### config.mk
export PLATFORM = sky130hd
export DESIGN_NAME = obi_hart_arbiter
export DESIGN_NICKNAME = d
export VERILOG_FILES = /design/src/rtl/obi_hart_arbiter.sv
export SDC_FILE = /design/constraint.sdc
export NUM_CORES = 1
export LEC_CHECK = 0
export ABC_AREA = 0
export BUFFER_PORTS_ARGS = -buffer_cell sky130_fd_sc_hd__buf_2
export CORE_AREA = 2 2 123 125
export CTS_CLUSTER_SIZE = 28
export DETAILED_ROUTE_END_ITERATION = 16
export DIE_AREA = 0 0 125 127
export PLACE_DENSITY_LB_ADDON = 0.05
export SLEW_MARGIN = 20
export SYNTH_ARGS = -nofsm -noshare
export SYNTH_HDL_FRONTEND = slang
export SYNTH_SLANG_ARGS = --single-unit
### constraint.sdc
create_clock -name clk_i -period 2.8 [get_ports clk_i]
set_clock_uncertainty 0.1 [all_clocks]
set_input_delay 0.56 -clock clk_i [delete_from_list [all_inputs] [get_ports clk_i]]
set_output_delay 0.56 -clock clk_i [all_outputs]
set_load 0.02 [all_outputs]
### src/rtl/obi_hart_arbiter.sv
// N-hart OBI arbiter: round-robin with request lock across wait states, in-order
// response routing through a FIFO of granted hart indices.

package obi_pkg;
    typedef struct packed {
        logic        req;
        logic        we;
        logic [3:0]  be;
        logic [31:0] addr;
        logic [31:0] wdata;
    } obi_req_t;

    typedef struct packed {
        logic        gnt;
        logic        rvalid;
        logic [31:0] rdata;
    } obi_resp_t;
endpackage

module obi_hart_arbiter #(
    parameter int unsigned NumHarts       = 2,
    parameter int unsigned MaxOutstanding = 2,
    parameter int unsigned IdxW           = $clog2(NumHarts > 1 ? NumHarts : 2)
) (
    input  logic                clk_i,
    input  logic                rst_i,
    input  obi_pkg::obi_req_t   hart_req_i  [NumHarts],
    output obi_pkg::obi_resp_t  hart_resp_o [NumHarts],
    output obi_pkg::obi_req_t   bus_req_o,
    input  obi_pkg::obi_resp_t  bus_resp_i,
    output logic                busy_o,
    output logic                err_o
);

    localparam int unsigned PtrW = $clog2(MaxOutstanding > 1 ? MaxOutstanding : 2);
    localparam int unsigned CntW = $clog2(MaxOutstanding + 1);

    logic [IdxW-1:0] fifo_q [MaxOutstanding];
    logic [PtrW-1:0] wr_ptr_q, wr_ptr_d;
    logic [PtrW-1:0] rd_ptr_q, rd_ptr_d;
    logic [CntW-1:0] count_q, count_d;
    logic [IdxW-1:0] rr_ptr_q, rr_ptr_d;
    logic [IdxW-1:0] lock_idx_q, lock_idx_d;
    logic            lock_q, lock_d;
    logic            err_q, err_d;

    logic            any_req;
    logic            full;
    logic            empty;
    logic            issue;
    logic            push;
    logic            pop;
    logic            found;
    logic [IdxW-1:0] sel;
    logic [IdxW-1:0] head;
    int unsigned     rot;

    assign full  = (count_q == CntW'(MaxOutstanding));
    assign empty = (count_q == '0);
    assign issue = any_req & ~full;
    assign push  = issue & bus_resp_i.gnt;
    assign pop   = bus_resp_i.rvalid & ~empty;

    // Unlocked: first requester at or after rr_ptr, wrapping.
    always_comb begin
        any_req = 1'b0;
        found   = 1'b0;
        sel     = rr_ptr_q;
        rot     = 0;
        for (int unsigned i = 0; i < NumHarts; i++) begin
            any_req = any_req | hart_req_i[i].req;
        end
        if (lock_q) begin
            sel = lock_idx_q;
        end else begin
            for (int unsigned k = 0; k < NumHarts; k++) begin
                rot = 32'(rr_ptr_q) + k;
                if (rot >= NumHarts) begin
                    rot = rot - NumHarts;
                end
                for (int unsigned i = 0; i < NumHarts; i++) begin
                    if (!found && (i == rot) && hart_req_i[i].req) begin
                        found = 1'b1;
                        sel   = IdxW'(i);
                    end
                end
            end
        end
    end

    always_comb begin
        head = '0;
        for (int unsigned e = 0; e < MaxOutstanding; e++) begin
            if (PtrW'(e) == rd_ptr_q) begin
                head = fifo_q[e];
            end
        end
    end

    always_comb begin
        bus_req_o = '0;
        if (issue) begin
            for (int unsigned i = 0; i < NumHarts; i++) begin
                if (IdxW'(i) == sel) begin
                    bus_req_o = hart_req_i[i];
                end
            end
        end
        bus_req_o.req = issue;
    end

    always_comb begin
        for (int unsigned i = 0; i < NumHarts; i++) begin
            hart_resp_o[i].gnt    = push & (IdxW'(i) == sel);
            hart_resp_o[i].rvalid = pop & (IdxW'(i) == head);
            hart_resp_o[i].rdata  = bus_resp_i.rdata;
        end
    end

    always_comb begin
        wr_ptr_d   = wr_ptr_q;
        rd_ptr_d   = rd_ptr_q;
        count_d    = count_q;
        rr_ptr_d   = rr_ptr_q;
        lock_d     = lock_q;
        lock_idx_d = lock_idx_q;
        err_d      = err_q | (bus_resp_i.rvalid & empty);
        if (push) begin
            wr_ptr_d = (wr_ptr_q == PtrW'(MaxOutstanding - 1)) ? '0 : wr_ptr_q + PtrW'(1);
            rr_ptr_d = (sel == IdxW'(NumHarts - 1)) ? '0 : sel + IdxW'(1);
            lock_d   = 1'b0;
        end else if (issue) begin
            // Hold the selection until granted so address/data stay stable.
            lock_d     = 1'b1;
            lock_idx_d = sel;
        end
        if (pop) begin
            rd_ptr_d = (rd_ptr_q == PtrW'(MaxOutstanding - 1)) ? '0 : rd_ptr_q + PtrW'(1);
        end
        if (push && !pop) begin
            count_d = count_q + CntW'(1);
        end else if (pop && !push) begin
            count_d = count_q - CntW'(1);
        end
    end

    always_ff @(posedge clk_i or posedge rst_i) begin
        if (rst_i) begin
            wr_ptr_q   <= '0;
            rd_ptr_q   <= '0;
            count_q    <= '0;
            rr_ptr_q   <= '0;
            lock_q     <= 1'b0;
            lock_idx_q <= '0;
            err_q      <= 1'b0;
        end else begin
            wr_ptr_q   <= wr_ptr_d;
            rd_ptr_q   <= rd_ptr_d;
            count_q    <= count_d;
            rr_ptr_q   <= rr_ptr_d;
            lock_q     <= lock_d;
            lock_idx_q <= lock_idx_d;
            err_q      <= err_d;
        end
    end

    always_ff @(posedge clk_i) begin
        if (push) begin
            for (int unsigned e = 0; e < MaxOutstanding; e++) begin
                if (PtrW'(e) == wr_ptr_q) begin
                    fifo_q[e] <= sel;
                end
            end
        end
    end

    assign busy_o = ~empty;
    assign err_o  = err_q;

endmodule

==> qor.txt <==
status = finished, final reports clean
Main synth FF type = dfrtp_1
Max-Cap Viols = 0
DR DRC count = 0
Synth Register Bits = 10
Antenna Nets Post-Route = 0
leak pwr = 1.61 nW
CTS Buf Count = 3
ranking of synthesized cells by area = buf_4, a21oi_1, nand3_1
delay-heaviest family, CP = buffers and inverters
R2R setup slack = 1.10 ns
Max Clk Rate = 387 MHz
most common cell after layout, fill and taps aside = buf_2
RR Endpoint = count_q[1]$_DFFE_PP0P_
Setup CP Type = input pin to output pin
Placed Area = 0.00303 sq mm
worst r2r src = count_q[1]$_DFFE_PP0P_
maximum clock path buffer count = 2
most frequent CP cell = buf_2
met1 Track Usage GR = 0.143
clk slew on worst S/H paths = 0.04 ns
initial DRC count = 127
Critical Path Stages = 7
Worst Setup SP = hart_req_i[139]
pwr dens = 1080 mW/mm^2
Final Instance Area = 0.00311 sq mm
Setup violations, final = 0
Worst Reg-to-Reg Cells = 8
initial antenna violation count = 0
FFs w/ async S/R, synth = 0.800
Yosys warning total = 0
first-pass GRT wire length = 16.1 mm
Clk Latency, worst-skew pair = 0.24 ns
antenna fix cells = 0
VDD IR max = 0.344 mV
Die Span Y = 127 um
die area = 0.0159 sq mm
grt met3 use = 0.0268
Congestion Overflow GR = 0
sequential share of the synthesized area = 0.115
number of synthesized flops with an enable pin = 2
Setup Buffers After CTS = 0
Synth Instances = 355
Detailed Place HPWL = 7.93 mm
Slew HR = 0.766
drt pass-1 iters = 4
Final TNS setup = 0 ns
H-tree Lvls = 1
Initial Utilization = 0.157
CTS root buf = clkbuf_16
period utilisation layout = 0.923
CP max FO = 27
pin count of the biggest net entering global routing = 54
worst min-delay path class = input pin to async pin
Layout area overhead = 37.2%
Total Routed Length = 10.7 mm
critical path cell sequence = buf_2 > nor2b_2 > o211a_4 > buf_4 > o21ai_0 > a21oi_1 > buf_2
area leader, netlist = buf_4
Synth Net Count = 532
total track usage = 0.122
max incr delay on CP = 0.27 ns
M2 GR Usage = 0.230
via count = 3010
Worst setup endpoint = bus_req_o[61]
# fillers = 1717
Slew Viols, Final = 0
Final #Nets = 666
Data arrival, critical path = 1.92 ns
# IOs = 316
share of the synthesized area in the top cell type = 0.215
syn_area_per_cell = 6.38 sq um
Die W = 125 um
Port Buffers = 219
worst path bufs/invs = 3
Via density = 4.48
final hold vios = 0
number of global-route vias before repair = 2959
Critical Path End Type = output pin
Critical Path RT = 2.14 ns
crit start category = input pin
most frequent cells in the layout = buf_2, a21oi_1, nand3_1
slowest CP cell = buf_4
CTS hold repair buffers = 0
core area = 0.0144 sq mm
CTS Sinks = 10
FP Rows = 44
worst-margin pin slew = 0.352 ns
GR peak layer = met2
CTS tree = built
synthesized area = 0.00226 sq mm
WL/cell = 16.0 um
ratio of cells with drive above 1 in the final layout = 0.496
RSZ-0062 raised after global routing = false
post-CTS sizing = 0
post-route minimum period = 2.58 ns
Cell variety after synth = 29
GP Congestion = 0.826
-- power by group --
part           switching, mW  leakage (nW)  internal [mW]  total [mW]
clock network         0.0673        0.0385          0.187       0.255
logic                   1.88          1.46          0.958        2.84
registers             0.0543         0.110          0.217       0.271
total                   2.00          1.61           1.36        3.37
-- state kept, by name (all words and copies together), names as in the netlist --
signal and count:
lock_idx_q 1, lock_q 1, wr_ptr_q 1, rd_ptr_q 1, fifo_q 2, rr_ptr_q 1, err_o 1, count_q 2
-- worst min path at each step --
stage / startpoint / end / slack, ns
6_report: rst_i / err_o$_DFF_PP0_ / 0.17
3_5_place_dp: err_o$_DFF_PP0_ / err_o$_DFF_PP0_ / 0.37
4_1_cts: rst_i / err_o$_DFF_PP0_ / 0.19
3_3_place_gp: err_o$_DFF_PP0_ / err_o$_DFF_PP0_ / 0.36
2_1_floorplan: rst_i / count_q[0]$_DFFE_PP0P_ / 0.28
5_1_grt: rst_i / err_o$_DFF_PP0_ / 0.21
-- Yosys cell counts (2+ instances only) --
| master | count |
|---|---|
| o21ai_1 | 10 |
| nand3_1 | 69 |
| nor2_1 | 5 |
| clkbuf_1 | 14 |
| and3_1 | 2 |
| clkbuf_2 | 6 |
| buf_6 | 9 |
| buf_2 | 7 |
| nand2_1 | 4 |
| a21oi_1 | 71 |
| edfxtp_1 | 2 |
| o21ai_0 | 60 |
| dfrtp_1 | 8 |
| buf_4 | 65 |
| inv_1 | 6 |
| xnor2_1 | 4 |
-- cell families (layout without fill, tap and decap cells) --
logic type	after synthesis	in the layout	share of synthesized area
AO/OA/AOI/OAI	146	146	0.342
buffers and inverters	107	240	0.322
AND/OR/NAND/NOR	84	84	0.185
flip-flops	10	10	0.115
XOR/XNOR	5	5	0.0193
multiplexers	2	2	0.0110
adder cells (fa/ha/maj)	1	1	0.00552
-- final cells by class --
cell class	count	area, sq um	share of cell area
Clock buffer	3	75.1	0.0242
Clock inverter	1	3.75	0.00121
Inverter	6	22.5	0.00725
Multi-Input combinational cell	238	1290	0.414
Sequential cell	10	260	0.0838
Tap cell	184	230	0.0741
Timing Repair Buffer	230	1230	0.395
-- layer usage --
layer / vias up / share of wire
met5: - / 0
met4: 0 / 0.011
met3: 10 / 0.079
met2: 176 / 0.51
met1: 1368 / 0.40
li1: 1456 / -
-- stage by stage --
stage	hold slack [ns]	std cells	util	total power, mW	setup slack [ns]
3_3_place_gp	0.358	668	0.210	3.17	0.202
5_1_grt	0.212	672	0.215	3.66	0.112
6_report	0.175	672	0.215	3.37	0.215
3_5_place_dp	0.367	668	0.210	3.17	0.200
4_1_cts	0.190	672	0.215	3.43	0.195
2_1_floorplan	0.276	355	-	2.36	0.545
No activity file was read; power rests on OpenSTA's default activity.
